## config.mk

```make
export PLATFORM = sky130hd
export DESIGN_NAME = csram_ctrl_flat
export DESIGN_NICKNAME = d
export VERILOG_FILES = /design/src/rtl/csram_ctrl_pkg.sv /design/src/rtl/csram_ctrl_if.sv /design/src/rtl/csram_ctrl.sv /design/src/flat_wrapper.sv
export SDC_FILE = /design/constraint.sdc
export NUM_CORES = 1
export LEC_CHECK = 0
export ABC_AREA = 1
export BUFFER_PORTS_ARGS = -buffer_cell sky130_fd_sc_hd__buf_2
export CORE_MARGIN = 3
export CORE_UTILIZATION = 35
export DETAILED_ROUTE_END_ITERATION = 12
export GPL_ROUTABILITY_DRIVEN = 0
export PLACE_DENSITY = 0.71
export SYNTH_ARGS = -nofsm -noshare
export SYNTH_HDL_FRONTEND = slang
export SYNTH_SLANG_ARGS = --single-unit
```

## constraint.sdc

```tcl
create_clock -name clk -period 1.75 [get_ports clk]
set_input_delay 0.0875 -clock clk [delete_from_list [all_inputs] [get_ports clk]]
set_output_delay 0.0875 -clock clk [all_outputs]
set_load 0.01 [all_outputs]
```

## src/rtl/csram_ctrl_pkg.sv

```systemverilog
// Shared definitions for the csram access controller: bus widths, FSM encoding,
// grant identifiers and the wait-state limit.
package csram_ctrl_pkg;

  localparam int ADDR_W          = 16;
  localparam int DATA_W          = 16;
  localparam int WAIT_STATES_MAX = 7;
  localparam int CNT_W           = 3;

  typedef enum logic [1:0] {
    IDLE   = 2'd0,
    ACCESS = 2'd1,
    DONE   = 2'd2
  } state_t;

  typedef enum logic {
    GRANT_FETCH = 1'b0,
    GRANT_DATA  = 1'b1
  } grant_t;

  // Out-of-range wait-state settings saturate to the legal 0..7 window.
  function automatic logic [CNT_W-1:0] clamp_wait(input int ws);
    if (ws > WAIT_STATES_MAX) return CNT_W'(WAIT_STATES_MAX);
    if (ws < 0)               return '0;
    return CNT_W'(ws);
  endfunction

endpackage

```

## src/rtl/csram_ctrl_if.sv

```systemverilog
// Requester-side and memory-side signals of the csram controller; the slave
// modport is the controller, the master modport is whatever surrounds it.
interface csram_ctrl_if;
  import csram_ctrl_pkg::*;

  logic              in_fetch_req;
  logic [ADDR_W-1:0] in_fetch_address;
  logic              out_fetch_ack;
  logic [DATA_W-1:0] out_fetch_data;

  logic              in_data_req;
  logic              in_data_write;
  logic [ADDR_W-1:0] in_data_address;
  logic [DATA_W-1:0] in_data_wdata;
  logic              out_data_ack;
  logic [DATA_W-1:0] out_data_rdata;

  logic [ADDR_W-1:0] out_sram_address;
  logic [DATA_W-1:0] out_sram_data;
  logic              out_sram_write_enable;
  logic              out_sram_output_enable;
  logic [DATA_W-1:0] in_sram_data;

  logic              out_busy;

  modport slave (
    input  in_fetch_req, in_fetch_address,
    output out_fetch_ack, out_fetch_data,
    input  in_data_req, in_data_write, in_data_address, in_data_wdata,
    output out_data_ack, out_data_rdata,
    output out_sram_address, out_sram_data, out_sram_write_enable, out_sram_output_enable,
    input  in_sram_data,
    output out_busy
  );

  modport master (
    output in_fetch_req, in_fetch_address,
    input  out_fetch_ack, out_fetch_data,
    output in_data_req, in_data_write, in_data_address, in_data_wdata,
    input  out_data_ack, out_data_rdata,
    input  out_sram_address, out_sram_data, out_sram_write_enable, out_sram_output_enable,
    output in_sram_data,
    input  out_busy
  );

endinterface

```

## src/rtl/csram_ctrl.sv

```systemverilog
// Arbitrating access controller in front of the combinational csram: registers the
// memory inputs, holds them for WAIT_STATES extra cycles, then captures and acks.
module csram_ctrl
  import csram_ctrl_pkg::*;
#(
  parameter int WAIT_STATES = 1
) (
  input  logic        clk,
  input  logic        reset,
  csram_ctrl_if.slave bus
);

  localparam logic [CNT_W-1:0] CNT_INIT = clamp_wait(WAIT_STATES);

  state_t            r_state;
  state_t            w_state_nxt;
  grant_t            r_grant;
  grant_t            r_last;
  logic [CNT_W-1:0]  r_cnt;

  logic [ADDR_W-1:0] r_sram_addr;
  logic [DATA_W-1:0] r_sram_data;
  logic              r_sram_we;
  logic              r_sram_oe;

  logic              r_fetch_ack;
  logic              r_data_ack;
  logic [DATA_W-1:0] r_fetch_data;
  logic [DATA_W-1:0] r_data_rdata;

  logic              w_grant_en;
  grant_t            w_grant;
  logic              w_write;
  logic [ADDR_W-1:0] w_addr;
  logic [DATA_W-1:0] w_wdata;
  logic              w_capture;

  always_comb begin
    w_state_nxt = r_state;
    w_grant_en  = 1'b0;
    w_grant     = GRANT_DATA;
    w_write     = 1'b0;
    w_addr      = '0;
    w_wdata     = '0;
    w_capture   = 1'b0;
    case (r_state)
      IDLE: begin
        if (bus.in_fetch_req || bus.in_data_req) begin
          w_grant_en  = 1'b1;
          w_state_nxt = ACCESS;
          // On contention the port that lost last time wins, so neither can starve.
          if (bus.in_fetch_req && (!bus.in_data_req || r_last == GRANT_DATA))
            w_grant = GRANT_FETCH;
          if (w_grant == GRANT_FETCH) begin
            w_addr = bus.in_fetch_address;
          end else begin
            w_addr  = bus.in_data_address;
            w_write = bus.in_data_write;
            w_wdata = bus.in_data_wdata;
          end
        end
      end
      ACCESS: begin
        if (r_cnt == '0) begin
          w_capture   = 1'b1;
          w_state_nxt = DONE;
        end
      end
      DONE:    w_state_nxt = IDLE;
      default: w_state_nxt = IDLE;
    endcase
  end

  always_ff @(posedge clk) begin
    if (reset) begin
      r_state      <= IDLE;
      r_grant      <= GRANT_FETCH;
      r_last       <= GRANT_FETCH;
      r_cnt        <= '0;
      r_sram_addr  <= '0;
      r_sram_data  <= '0;
      r_sram_we    <= 1'b0;
      r_sram_oe    <= 1'b0;
      r_fetch_ack  <= 1'b0;
      r_data_ack   <= 1'b0;
      r_fetch_data <= '0;
      r_data_rdata <= '0;
    end else begin
      r_state     <= w_state_nxt;
      r_fetch_ack <= 1'b0;
      r_data_ack  <= 1'b0;
      if (w_grant_en) begin
        r_grant     <= w_grant;
        r_cnt       <= CNT_INIT;
        r_sram_addr <= w_addr;
        r_sram_data <= w_wdata;
        r_sram_we   <= w_write;
        r_sram_oe   <= !w_write;
      end else if (w_capture) begin
        // Memory inputs return to zero once the result is captured.
        r_last      <= r_grant;
        r_sram_addr <= '0;
        r_sram_data <= '0;
        r_sram_we   <= 1'b0;
        r_sram_oe   <= 1'b0;
        if (r_grant == GRANT_FETCH) begin
          r_fetch_data <= bus.in_sram_data;
          r_fetch_ack  <= 1'b1;
        end else begin
          r_data_ack <= 1'b1;
          if (!r_sram_we) r_data_rdata <= bus.in_sram_data;
        end
      end else if (r_state == ACCESS) begin
        r_cnt <= r_cnt - CNT_W'(1);
      end
    end
  end

  assign bus.out_fetch_ack          = r_fetch_ack;
  assign bus.out_fetch_data         = r_fetch_data;
  assign bus.out_data_ack           = r_data_ack;
  assign bus.out_data_rdata         = r_data_rdata;
  assign bus.out_sram_address       = r_sram_addr;
  assign bus.out_sram_data          = r_sram_data;
  assign bus.out_sram_write_enable  = r_sram_we;
  assign bus.out_sram_output_enable = r_sram_oe;
  assign bus.out_busy               = (r_state != IDLE);

endmodule

```

## src/flat_wrapper.sv

```systemverilog
// flat-port wrapper written by rule: the top's interface ports become plain ports
module csram_ctrl_flat import csram_ctrl_pkg::*;
#(
  parameter int WAIT_STATES = 1
)
  (clk, reset, bus_in_fetch_req, bus_in_fetch_address, bus_out_fetch_ack, bus_out_fetch_data, bus_in_data_req, bus_in_data_write, bus_in_data_address, bus_in_data_wdata, bus_out_data_ack, bus_out_data_rdata, bus_out_sram_address, bus_out_sram_data, bus_out_sram_write_enable, bus_out_sram_output_enable, bus_in_sram_data, bus_out_busy);
  csram_ctrl_if bus_i ();
  input  logic clk;
  input  logic reset;
  input wire logic [$bits(bus_i.in_fetch_req)-1:0] bus_in_fetch_req;
  input wire logic [$bits(bus_i.in_fetch_address)-1:0] bus_in_fetch_address;
  output wire logic [$bits(bus_i.out_fetch_ack)-1:0] bus_out_fetch_ack;
  output wire logic [$bits(bus_i.out_fetch_data)-1:0] bus_out_fetch_data;
  input wire logic [$bits(bus_i.in_data_req)-1:0] bus_in_data_req;
  input wire logic [$bits(bus_i.in_data_write)-1:0] bus_in_data_write;
  input wire logic [$bits(bus_i.in_data_address)-1:0] bus_in_data_address;
  input wire logic [$bits(bus_i.in_data_wdata)-1:0] bus_in_data_wdata;
  output wire logic [$bits(bus_i.out_data_ack)-1:0] bus_out_data_ack;
  output wire logic [$bits(bus_i.out_data_rdata)-1:0] bus_out_data_rdata;
  output wire logic [$bits(bus_i.out_sram_address)-1:0] bus_out_sram_address;
  output wire logic [$bits(bus_i.out_sram_data)-1:0] bus_out_sram_data;
  output wire logic [$bits(bus_i.out_sram_write_enable)-1:0] bus_out_sram_write_enable;
  output wire logic [$bits(bus_i.out_sram_output_enable)-1:0] bus_out_sram_output_enable;
  input wire logic [$bits(bus_i.in_sram_data)-1:0] bus_in_sram_data;
  output wire logic [$bits(bus_i.out_busy)-1:0] bus_out_busy;
  assign bus_i.in_fetch_req = bus_in_fetch_req;
  assign bus_i.in_fetch_address = bus_in_fetch_address;
  assign bus_out_fetch_ack = bus_i.out_fetch_ack;
  assign bus_out_fetch_data = bus_i.out_fetch_data;
  assign bus_i.in_data_req = bus_in_data_req;
  assign bus_i.in_data_write = bus_in_data_write;
  assign bus_i.in_data_address = bus_in_data_address;
  assign bus_i.in_data_wdata = bus_in_data_wdata;
  assign bus_out_data_ack = bus_i.out_data_ack;
  assign bus_out_data_rdata = bus_i.out_data_rdata;
  assign bus_out_sram_address = bus_i.out_sram_address;
  assign bus_out_sram_data = bus_i.out_sram_data;
  assign bus_out_sram_write_enable = bus_i.out_sram_write_enable;
  assign bus_out_sram_output_enable = bus_i.out_sram_output_enable;
  assign bus_i.in_sram_data = bus_in_sram_data;
  assign bus_out_busy = bus_i.out_busy;
  csram_ctrl #(.WAIT_STATES(WAIT_STATES)) u_core (.clk(clk), .reset(reset), .bus(bus_i));
endmodule
```

Yosys cells after proc, flatten, opt, wreduce, memory -nomap -nowiden:

Cells that the tools add are included.

* logic and storage cells: 72
* output and inout port bits: 69
* flip-flop bits (word level): 75

* add/sub/neg operators: 1
* bitwise gates (word level): 4
* reductions and logical operators: 18
* equality and inequality tests: 4
* multiplexer cells: 32

Operators with widths (count)
* $mux 16: 9
* $mux 1: 20
* $reduce_and 2->1: 4
* $ne 2x1->1 const B: 3
* $reduce_bool 2->1: 3
* $mux 2: 2
* $not 1->1: 4
* $pmux 2 s2: 1
* $reduce_and 4->1: 1
* $logic_not 3->1: 1
* $reduce_and 3->1: 1
* $reduce_or 3->1: 1
* $sub 3x1->3 const B: 1
* $eq 2x1->1 const B: 1
* $logic_not 1->1: 2
* $logic_not 2->1: 1
* $logic_or 1x1->1: 2
* $reduce_or 2->1: 1
* $logic_and 1x1->1: 1

Depth between registers and ports, before layout:

Gate-level depths: netlist of run 1.

* depth after elaboration: 11
* mapped depth: 9

Worst setup path before layout of run 1:

No wires, ideal clock.

* kind: register to register
* from: reg u_core.r_cnt[0]
* to: reg u_core.r_data_rdata[10] (netlist: u_core.bus.out_data_rdata[10])
* setup time: 0.113 ns
* path slack: 0.460 ns
* clock period less this slack: 1.290 ns
* data arrival time: 1.177 ns
* cell stages (with the launch flop): 9
* cells stage by stage: dfxtp_1 > inv_1 > ha_1 > inv_1 > nor2_2 > nand3_2 > buf_2 > nor2_1 > nor2_1

* word-level cells in the longest chain between the ends: 4

RTL lines
* start, declared: RTL line csram_ctrl.sv:19 `logic [CNT_W-1:0] r_cnt;`
* start signal, assigned: RTL line csram_ctrl.sv:114 `r_cnt <= r_cnt - CNT_W'(1);`
* $logic_not 3->1: RTL line csram_ctrl.sv:64 `if (r_cnt == '0) begin`
* $mux 1: RTL line csram_ctrl.sv:64
* $mux 1: RTL line csram_ctrl.sv:46 `case (r_state)`
* $reduce_and 4->1 (no source line)
* end signal, assigned: RTL line csram_ctrl.sv:111 `if (!r_sram_we) r_data_rdata <= bus.in_sram_data;`
* end, declared: RTL line csram_ctrl.sv:29 `logic [DATA_W-1:0] r_data_rdata;`

Every way passes these cells.
A chain may end at the register's enable or synchronous reset.

Worst setup path in the final report of run 1:

* from: reg u_core.r_cnt[0]
* to: reg u_core.r_sram_data[0] (netlist: u_core.bus.out_sram_data[0])

* word-level cells in the longest chain between the ends: 4

RTL lines
* $logic_not 3->1: RTL line csram_ctrl.sv:64
* $mux 1: RTL line csram_ctrl.sv:64
* $mux 1: RTL line csram_ctrl.sv:46
* $reduce_bool 2->1 (no source line)
* end signal, assigned: RTL line csram_ctrl.sv:96 `r_sram_data <= w_wdata;`
* end, declared: RTL line csram_ctrl.sv:22 `logic [DATA_W-1:0] r_sram_data;`

Every way passes these cells.

==> results of run 1 <==
-- how the worst max path moves through the flow --
stage                          startpoint                             end  slack [ns]  cells past startpoint
after floorplan           u_core.r_cnt[0]   u_core.bus.out_data_rdata[10]        0.46                      8
after global placement    u_core.r_cnt[0]  u_core.bus.out_sram_address[7]        0.32                      7
after detailed placement  u_core.r_cnt[0]     u_core.bus.out_sram_data[0]        0.28                      7
after CTS                 u_core.r_cnt[0]     u_core.bus.out_sram_data[0]        0.25                      7
after global routing      u_core.r_cnt[0]     u_core.bus.out_sram_data[7]         0.1                      7
final                     u_core.r_cnt[0]     u_core.bus.out_sram_data[0]        0.27                      7
-- cell families after synthesis --
kind of cell             share of synthesized area
AND/OR/NAND/NOR                              0.386
buffers and inverters                        0.121
XOR/XNOR                                   0.00270
adder cells (fa/ha/maj)                    0.00771
AO/OA/AOI/OAI                               0.0193
flip-flops                                   0.463
-- report_power, final --
group	switching, mW	internal [mW]
clock	0.625	0.794
combinational	0.516	0.351
sequential	0.0843	1.86
-- critical path, cell delays in order, from the launching register on --
cell,delay [ns]
dfxtp_1,0.33
inv_1,0.07
ha_1,0.21
nand2_1,0.13
nor2_4,0.08
nor2_8,0.42
nand2_1,0.11
nand2_1,0.08
-- final cells by class --
cell class                 count  area [µm²]
fill                         854        4360
sequential                    75        1500
multi-input combinational    288        1350
timing repair buffer         175        1070
inverter                      62         233
tap                          108         135
clock buffer                  10         128
clock inverter                 5        78.8
-- cell usage in the layout, fill, tap and decap left out, drive strengths merged --
cell type and n:
clkinv 3, ha 2, nand3 67, nor2 42
xor2 1, buf 142, bufinv 2, clkbuf 10
nand2 167, dfxtp 75, inv 62, nand4 1
o21ai 2, a21oi 6, dlygate4sd3 33
-- registers in the layout, indices dropped and copies added, names as in the netlist --
register	cells
u_core.bus.out_data_rdata	16
u_core.bus.out_fetch_data	16
u_core.bus.out_sram_address	16
u_core.bus.out_sram_data	16
u_core.r_cnt	3
u_core.r_state	2
u_core.bus.out_data_ack	1
u_core.bus.out_fetch_ack	1
u_core.bus.out_sram_output_enable	1
u_core.bus.out_sram_write_enable	1
u_core.r_grant	1
u_core.r_last	1
-- routing by layer --
metal	vias up	global-route usage	wire length [µm]
met2	146	0.287	3990
met5	-	0	0
li1	1673	-	-
met3	10	0.0580	827
met1	1483	0.187	3900
met4	0	0.0505	86
-- per-stage QoR --
stage | cell area, µm² | utilization
final | 4490 | 0.507
after detailed placement | 3950 | 0.447
after global placement | 3950 | 0.447
after floorplan | 3240 | -
after CTS | 4490 | 0.507
after global routing | 4490 | 0.507
-- repair_timing --
action,CTS,global route
hold buffers,33,0
setup endpoints to repair,0,0
hold endpoints to repair,47,0
==> impl_results.html, run 1 <==
<table>
<tr><th>Metric</th><th>Value</th></tr>
<tr><th colspan="2">Clock tree</th></tr>
<tr><td>Number of sinks handled by clock tree synthesis</td><td>75</td></tr>
<tr><td>Clock tree root buffer cell</td><td>clkbuf_8</td></tr>
<tr><td>Clock tree from TritonCTS</td><td>done</td></tr>
<tr><td>Setup fix buffers added after clock tree synthesis</td><td>0</td></tr>
<tr><td>H-tree depth</td><td>3</td></tr>
<tr><td>Clock slew at reported path FFs</td><td>0.08 ns</td></tr>
<tr><td>Post-CTS Resized</td><td>0</td></tr>
<tr><td>Buffer depth of the longest clock path</td><td>2</td></tr>
<tr><td>Latest clock arrival within the worst-skew pair</td><td>0.34 ns</td></tr>
<tr><td>Number of buffers created by CTS</td><td>9</td></tr>
<tr><th colspan="2">Placed design</th></tr>
<tr><td>Number of buffer cells added on primary ports</td><td>137</td></tr>
<tr><td>Placement Setup Slack</td><td>0.283 ns</td></tr>
<tr><td>DPL Wire Length</td><td>6130 µm</td></tr>
<tr><td>Number of placed instances with taps included</td><td>675</td></tr>
<tr><th colspan="2">Timing</th></tr>
<tr><td>Number of failing hold endpoints at the final stage</td><td>0</td></tr>
<tr><td>Transition time of the tightest slew-check pin</td><td>0.494 ns</td></tr>
<tr><td>Worst Hold Slack</td><td>0.0492 ns</td></tr>
<tr><td>Slew Limit Headroom</td><td>0.671</td></tr>
<tr><td>Max Clock Skew</td><td>0.0103 ns</td></tr>
<tr><td>Post-route clock period utilization</td><td>0.847</td></tr>
<tr><td>Final TNS setup</td><td>0 ns</td></tr>
<tr><td>RSZ-0062 raised after global routing</td><td>no</td></tr>
<tr><td>Final Max Slew Viols</td><td>0</td></tr>
<tr><td>Final setup violation count</td><td>0</td></tr>
<tr><td>Timing-limited maximum frequency</td><td>675 MHz</td></tr>
<tr><td>Clock period minus worst slack</td><td>1.48 ns</td></tr>
<tr><td>Post-route worst setup slack</td><td>0.268 ns</td></tr>
<tr><th colspan="2">Yosys</th></tr>
<tr><td>Post-synth top area cell</td><td>dfxtp_1</td></tr>
<tr><td>Area share of the leading cell type in the synthesized netlist</td><td>0.463</td></tr>
<tr><td>Top post-synthesis cells by count</td><td>nand2_1, dfxtp_1, nand3_1, inv_1, nor2_1</td></tr>
<tr><td>Synthesized area per cell</td><td>7.29 µm²</td></tr>
<tr><td>Leading cell types by total area after synthesis</td><td>dfxtp_1, nand2_1, nand3_1, inv_1, nor2_1</td></tr>
<tr><td>#FFs+latches synth</td><td>75</td></tr>
<tr><td>Fraction of the yosys area taken by sequential cells</td><td>0.463</td></tr>
<tr><td>Syn Inst Count</td><td>445</td></tr>
<tr><td>Mapped cell area</td><td>3240 µm²</td></tr>
<tr><td>Post-synth EDFFs</td><td>0</td></tr>
<tr><td>Post-Syn Nets</td><td>516</td></tr>
<tr><td>Ys Warns</td><td>0</td></tr>
<tr><td>Most frequent cell after synthesis</td><td>nand2_1</td></tr>
<tr><td>Netlist cell types</td><td>23</td></tr>
<tr><td>Fraction of synthesis flops using an asynchronous set or reset pin</td><td>0</td></tr>
<tr><td>Main flop type after synthesis</td><td>dfxtp_1</td></tr>
<tr><th colspan="2">Global route</th></tr>
<tr><td>Number of antenna violations at the first check in global routing</td><td>0</td></tr>
<tr><td>Maximum number of pins on one net before global-route repair</td><td>36</td></tr>
<tr><td>Via count of the first global-routing pass</td><td>3168</td></tr>
<tr><td>Overall Global Routing Usage</td><td>0.164</td></tr>
<tr><td>Remaining Overflow, GRT</td><td>0</td></tr>
<tr><td>Global-route wire length before repair</td><td>13800 µm</td></tr>
<tr><th colspan="2">Worst setup path</th></tr>
<tr><td>Launching element type of the critical path</td><td>flip-flop</td></tr>
<tr><td>Crit path arrival time</td><td>1.76 ns</td></tr>
<tr><td>Reg-to-Reg End</td><td>u_core.bus.out_sram_data[0]</td></tr>
<tr><td>Setup slack, reg-to-reg</td><td>0.27 ns</td></tr>
<tr><td>Worst EP required</td><td>2.03 ns</td></tr>
<tr><td>Worst-path maximum fanout</td><td>33</td></tr>
<tr><td>Reg-to-reg startpoint</td><td>u_core.r_cnt[0]</td></tr>
<tr><td>WS Path Type</td><td>flip-flop to flip-flop</td></tr>
<tr><td>Crit path capture type</td><td>flip-flop</td></tr>
<tr><td>FF-to-FF path depth</td><td>7</td></tr>
<tr><th colspan="2">Drt</th></tr>
<tr><td>Post-detailed-routing wire length</td><td>8810 µm</td></tr>
<tr><td>Routed vias/inst</td><td>4.58</td></tr>
<tr><td>Initial detailed-routing violation count</td><td>76</td></tr>
<tr><td># DRC</td><td>0</td></tr>
<tr><td>Final ANT Viol Nets</td><td>0</td></tr>
<tr><td>Total number of vias</td><td>3312</td></tr>
<tr><td>First-pass DRT Iterations</td><td>4</td></tr>
<tr><td>Average detailed-routed wire length per instance</td><td>12.2 µm</td></tr>
<tr><th colspan="2">Layout</th></tr>
<tr><td>Number of nets in the layout</td><td>682</td></tr>
<tr><td>Layout cells sized above 1</td><td>0.299</td></tr>
<tr><td>Count of antenna diodes in the layout</td><td>0</td></tr>
<tr><td>Final Non-Filler Cells</td><td>723</td></tr>
<tr><td>Synthesis-to-finish area growth</td><td>38.5%</td></tr>
<tr><th colspan="2">Pwr</th></tr>
<tr><td>Total power</td><td>4.23 mW</td></tr>
<tr><td>Power per cell area</td><td>941 nW/µm²</td></tr>
<tr><td>LEAKAGE</td><td>2.60 nW</td></tr>
<tr><td>Peak VDD IR</td><td>0.512 mV</td></tr>
<tr><th colspan="2">Floorplan</th></tr>
<tr><td>Starting utilization of the core area</td><td>0.367</td></tr>
<tr><td>Num rows</td><td>34</td></tr>
<tr><td>Vertical die dimension</td><td>102 µm</td></tr>
<tr><td>Die span in x</td><td>102 µm</td></tr>
<tr><td>Floorplan Core Area</td><td>8850 µm²</td></tr>
<tr><td>Number of top-level pins</td><td>138</td></tr>
<tr><td>Die area</td><td>10500 µm²</td></tr>
<tr><th colspan="2">Hold path</th></tr>
<tr><td>Type of the tightest min-delay check</td><td>input port to flip-flop</td></tr>
<tr><td>End of the worst hold path</td><td>u_core.bus.out_sram_address[10]</td></tr>
<tr><td>WHS Path Cells</td><td>5</td></tr>
<tr><td>Hold Crit Start</td><td>bus_in_data_address[10]</td></tr>
<tr><th colspan="2">Run status</th></tr>
<tr><td>Status</td><td>finished clean</td></tr>
<tr><th colspan="2">Flow run</th></tr>
<tr><td>Maximum Capacitance Violations</td><td>0</td></tr>
</table>
No activity file was read; power rests on OpenSTA's default activity.
==> run 2, diff against run 1 <==
==> constraint.sdc (replaced) <==
create_clock -name clk -period 1.45 [get_ports clk]
set_input_delay 0.0725 -clock clk [delete_from_list [all_inputs] [get_ports clk]]
set_output_delay 0.0725 -clock clk [all_outputs]
set_load 0.01 [all_outputs]
==> run 2 against run 1 <==
Register-to-register slack worse by 0.22 ns. Hold slack got worse by 0.013 ns. Sequential cell count stayed put. Largest power group unchanged.
==> impl_results.html, run 2 (synthesis results as in run 1) <==
<table>
<tr><th>Metric</th><th>Value</th></tr>
<tr><th colspan="2">Worst setup path</th></tr>
<tr><td>Launching element type of the critical path</td><td>flip-flop (unchanged)</td></tr>
<tr><td>Worst EP required</td><td>1.68 ns (was 2.03 ns)</td></tr>
<tr><td>Sequence of cells on the critical path</td><td>inv_4 -&gt; ha_4 -&gt; nand2_2 -&gt; nor2_4 -&gt; nor2_4 -&gt; buf_12 -&gt; nand2_2 -&gt; nand2_1 (was inv_1 -&gt; ha_1 -&gt; nand2_1 -&gt; nor2_4 -&gt; nor2_8 -&gt; nand2_1 -&gt; nand2_1)</td></tr>
<tr><td>Cell family with the largest share of critical-path delay</td><td>simple AND/OR/NAND/NOR gates (unchanged)</td></tr>
<tr><td>WS Path Type</td><td>flip-flop to flip-flop (unchanged)</td></tr>
<tr><td>Crit path capture type</td><td>flip-flop (unchanged)</td></tr>
<tr><td>Worst-path maximum fanout</td><td>16 (was 33)</td></tr>
<tr><td>Max stage delay on crit path</td><td>0.34 ns (was 0.42 ns)</td></tr>
<tr><td>Setup slack, reg-to-reg</td><td>0.05 ns (was 0.27 ns)</td></tr>
<tr><td>Highest-delay cell along the critical path</td><td>dfxtp_2 (was nor2_8)</td></tr>
<tr><td>Crit path arrival time</td><td>1.63 ns (was 1.76 ns)</td></tr>
<tr><td>Number of buffers and inverters on the critical path</td><td>2 (was 1)</td></tr>
<tr><th colspan="2">Timing</th></tr>
<tr><td>Post-route clock period utilization</td><td>0.967 (was 0.847)</td></tr>
<tr><td>Transition time of the tightest slew-check pin</td><td>0.420 ns (was 0.494 ns)</td></tr>
<tr><td>Clock period minus worst slack</td><td>1.40 ns (was 1.48 ns)</td></tr>
<tr><td>Max Clock Skew</td><td>0.00785 ns (was 0.0103 ns)</td></tr>
<tr><td>RSZ-0062 raised after global routing</td><td>yes (was no)</td></tr>
<tr><td>Post-route worst setup slack</td><td>0.0483 ns (was 0.268 ns)</td></tr>
<tr><td>Final Max Slew Viols</td><td>0 (unchanged)</td></tr>
<tr><td>Number of failing hold endpoints at the final stage</td><td>0 (unchanged)</td></tr>
<tr><td>Timing-limited maximum frequency</td><td>713 MHz (was 675 MHz)</td></tr>
<tr><td>Worst Hold Slack</td><td>0.0363 ns (was 0.0492 ns)</td></tr>
<tr><td>Slew Limit Headroom</td><td>0.720 (was 0.671)</td></tr>
<tr><td>Final setup violation count</td><td>0 (unchanged)</td></tr>
<tr><th colspan="2">Layout</th></tr>
<tr><td>Fill cells</td><td>829 (was 854)</td></tr>
<tr><td>Layout cells sized above 1</td><td>0.327 (was 0.299)</td></tr>
<tr><td>Most common library cell in the layout ignoring fill and taps</td><td>nand2_1 (unchanged)</td></tr>
<tr><td>Count of antenna diodes in the layout</td><td>0 (unchanged)</td></tr>
<tr><td>FF/Latch Area</td><td>1500 µm² (about the same)</td></tr>
<tr><td>Most used cells in the layout excluding fill and tap cells</td><td>nand2_1, buf_2, dfxtp_1, nand3_1, inv_1 (unchanged)</td></tr>
<tr><td>Number of nets in the layout</td><td>692 (was 682)</td></tr>
<tr><td>Synthesis-to-finish area growth</td><td>45.3% (was 38.5%)</td></tr>
<tr><td>Final Non-Filler Cells</td><td>734 (was 723)</td></tr>
<tr><td>Area of the multi-input gates</td><td>1440 µm² (was 1350 µm²)</td></tr>
<tr><th colspan="2">Floorplan</th></tr>
<tr><td>Num rows</td><td>34 (unchanged)</td></tr>
<tr><td>Vertical die dimension</td><td>102 µm (unchanged)</td></tr>
<tr><td>Number of top-level pins</td><td>138 (unchanged)</td></tr>
<tr><td>Die span in x</td><td>102 µm (unchanged)</td></tr>
<tr><td>Die area</td><td>10500 µm² (unchanged)</td></tr>
<tr><td>Starting utilization of the core area</td><td>0.367 (unchanged)</td></tr>
<tr><td>Floorplan Core Area</td><td>8850 µm² (unchanged)</td></tr>
<tr><th colspan="2">Pwr</th></tr>
<tr><td>Part of the power in the clock network</td><td>0.317 (was 0.336)</td></tr>
<tr><td>Power per cell area</td><td>1110 nW/µm² (was 941 nW/µm²)</td></tr>
<tr><td>LEAKAGE</td><td>2.66 nW (was 2.60 nW)</td></tr>
<tr><td>Part of the total power dissipated in combinational logic</td><td>0.232 (was 0.205)</td></tr>
<tr><td>Peak VDD IR</td><td>0.549 mV (was 0.512 mV)</td></tr>
<tr><td>Sequential fraction of design power</td><td>0.452 (was 0.459)</td></tr>
<tr><td>Total power</td><td>5.21 mW (was 4.23 mW)</td></tr>
<tr><td>Sw Share</td><td>0.310 (was 0.290)</td></tr>
<tr><td>Net Sw Power</td><td>1.61 mW (was 1.22 mW)</td></tr>
<tr><td>Internal power contribution</td><td>3.60 mW (was 3.00 mW)</td></tr>
<tr><th colspan="2">Global route</th></tr>
<tr><td>Number of antenna violations at the first check in global routing</td><td>0 (unchanged)</td></tr>
<tr><td>Via count of the first global-routing pass</td><td>3061 (was 3168)</td></tr>
<tr><td>Overall Global Routing Usage</td><td>0.166 (was 0.164)</td></tr>
<tr><td>Global-route wire length before repair</td><td>13900 µm (was 13800 µm)</td></tr>
<tr><td>Maximum number of pins on one net before global-route repair</td><td>36 (unchanged)</td></tr>
<tr><td>Remaining Overflow, GRT</td><td>0 (unchanged)</td></tr>
<tr><th colspan="2">Drt</th></tr>
<tr><td># DRC</td><td>0 (unchanged)</td></tr>
<tr><td>Initial detailed-routing violation count</td><td>106 (was 76)</td></tr>
<tr><td>First-pass DRT Iterations</td><td>4 (unchanged)</td></tr>
<tr><td>Post-detailed-routing wire length</td><td>9900 µm (was 8810 µm)</td></tr>
<tr><td>Routed vias/inst</td><td>4.58 (about the same)</td></tr>
<tr><td>Total number of vias</td><td>3365 (was 3312)</td></tr>
<tr><td>Average detailed-routed wire length per instance</td><td>13.5 µm (was 12.2 µm)</td></tr>
<tr><td>Final ANT Viol Nets</td><td>0 (unchanged)</td></tr>
<tr><th colspan="2">Placed design</th></tr>
<tr><td>Number of buffer cells added on primary ports</td><td>137 (unchanged)</td></tr>
<tr><td>DPL Wire Length</td><td>6120 µm (was 6130 µm)</td></tr>
<tr><td>Placement Setup Slack</td><td>-0.0675 ns (was 0.283 ns)</td></tr>
<tr><td>Number of placed instances with taps included</td><td>676 (was 675)</td></tr>
<tr><th colspan="2">Run status</th></tr>
<tr><td>Status</td><td>finished clean (unchanged)</td></tr>
<tr><th colspan="2">Clock tree</th></tr>
<tr><td>Clock tree root buffer cell</td><td>clkbuf_8 (unchanged)</td></tr>
<tr><td>H-tree depth</td><td>3 (unchanged)</td></tr>
<tr><td>Clock slew at reported path FFs</td><td>0.08 ns (about the same)</td></tr>
<tr><td>Number of sinks handled by clock tree synthesis</td><td>75 (unchanged)</td></tr>
<tr><td>Latest clock arrival within the worst-skew pair</td><td>0.34 ns (about the same)</td></tr>
<tr><td>Buffer depth of the longest clock path</td><td>2 (unchanged)</td></tr>
<tr><td>Number of buffers created by CTS</td><td>9 (unchanged)</td></tr>
<tr><td>Clock tree from TritonCTS</td><td>done (unchanged)</td></tr>
<tr><th colspan="2">Flow run</th></tr>
<tr><td>Maximum Capacitance Violations</td><td>0 (unchanged)</td></tr>
<tr><th colspan="2">Hold path</th></tr>
<tr><td>Type of the tightest min-delay check</td><td>input port to flip-flop (unchanged)</td></tr>
</table>
-- run 2: changes by cell type in the layout (fill, tap and decap cells not counted), moves of 3 or more --
cell,before,now
nand3_1,66,61
nand3_2,1,5
nor2_4,2,6
buf_12,1,4
clkinvlp_4,0,3
-- run 2: power by group through the flow --
stage / sequential [mW] / combinational, mW / clock, mW
detailed placement: 2.39 / 0.999 / 0
global placement: 2.38 / 0.974 / 0
global route: 2.37 / 1.33 / 1.77
finish: 2.35 / 1.21 / 1.65
floorplan: 2.46 / 0.559 / 0
CTS: 2.34 / 1.08 / 1.69
-- run 2: metrics by stage --
step / TNS, ns / util / instance area [µm²]
after CTS: -0.00541 / 0.510 / 4510
after detailed placement: -0.995 / 0.449 / 3970
after floorplan: 0 / - / 3240
final: 0 / 0.532 / 4710
after global routing: -0.380 / 0.532 / 4710
after global placement: 0 / 0.449 / 3970
-- run 2: path summary, 6_finish.rpt --
check,end,cells past startpoint,from
worst max-delay path,u_core.bus.out_sram_data[9],8,u_core.r_cnt[0]
worst min-delay path,u_core.bus.out_sram_address[8],5,bus_in_data_address[8]
worst max register to register,u_core.bus.out_sram_data[9],8,u_core.r_cnt[0]
worst min register to register,u_core.bus.out_sram_address[4],2,u_core.bus.out_sram_address[4]
-- run 2: tightest hold or removal path, delay by kind of cell --
kind / cells / cell delay [ns]
AND/OR/NAND/NOR: 3 / 0.17
buffers and inverters: 2 / 0.10
-- run 2: cell type report --
cell class                 count  area share
clock buffer                  11      0.0300
clock inverter                 5      0.0130
inverter                      62      0.0499
multi-input combinational    291       0.307
sequential                    75       0.319
tap                          108      0.0287
timing repair buffer         182       0.253
-- run 2: metal layers --
metal  GRT usage  part of all wire
met1       0.184              0.42
met2       0.304              0.49
met3      0.0512             0.086
met4      0.0454            0.0059
met5           0                 0
-- run 2: timing repair --
item	4_1_cts	5_1_grt
hold buffers	33	0
resized for setup	2	13
pin swaps	2	6
gates cloned	0	5
setup endpoints to repair	33	65
buffers inserted	0	4
endpoints found under the hold margin	50	0
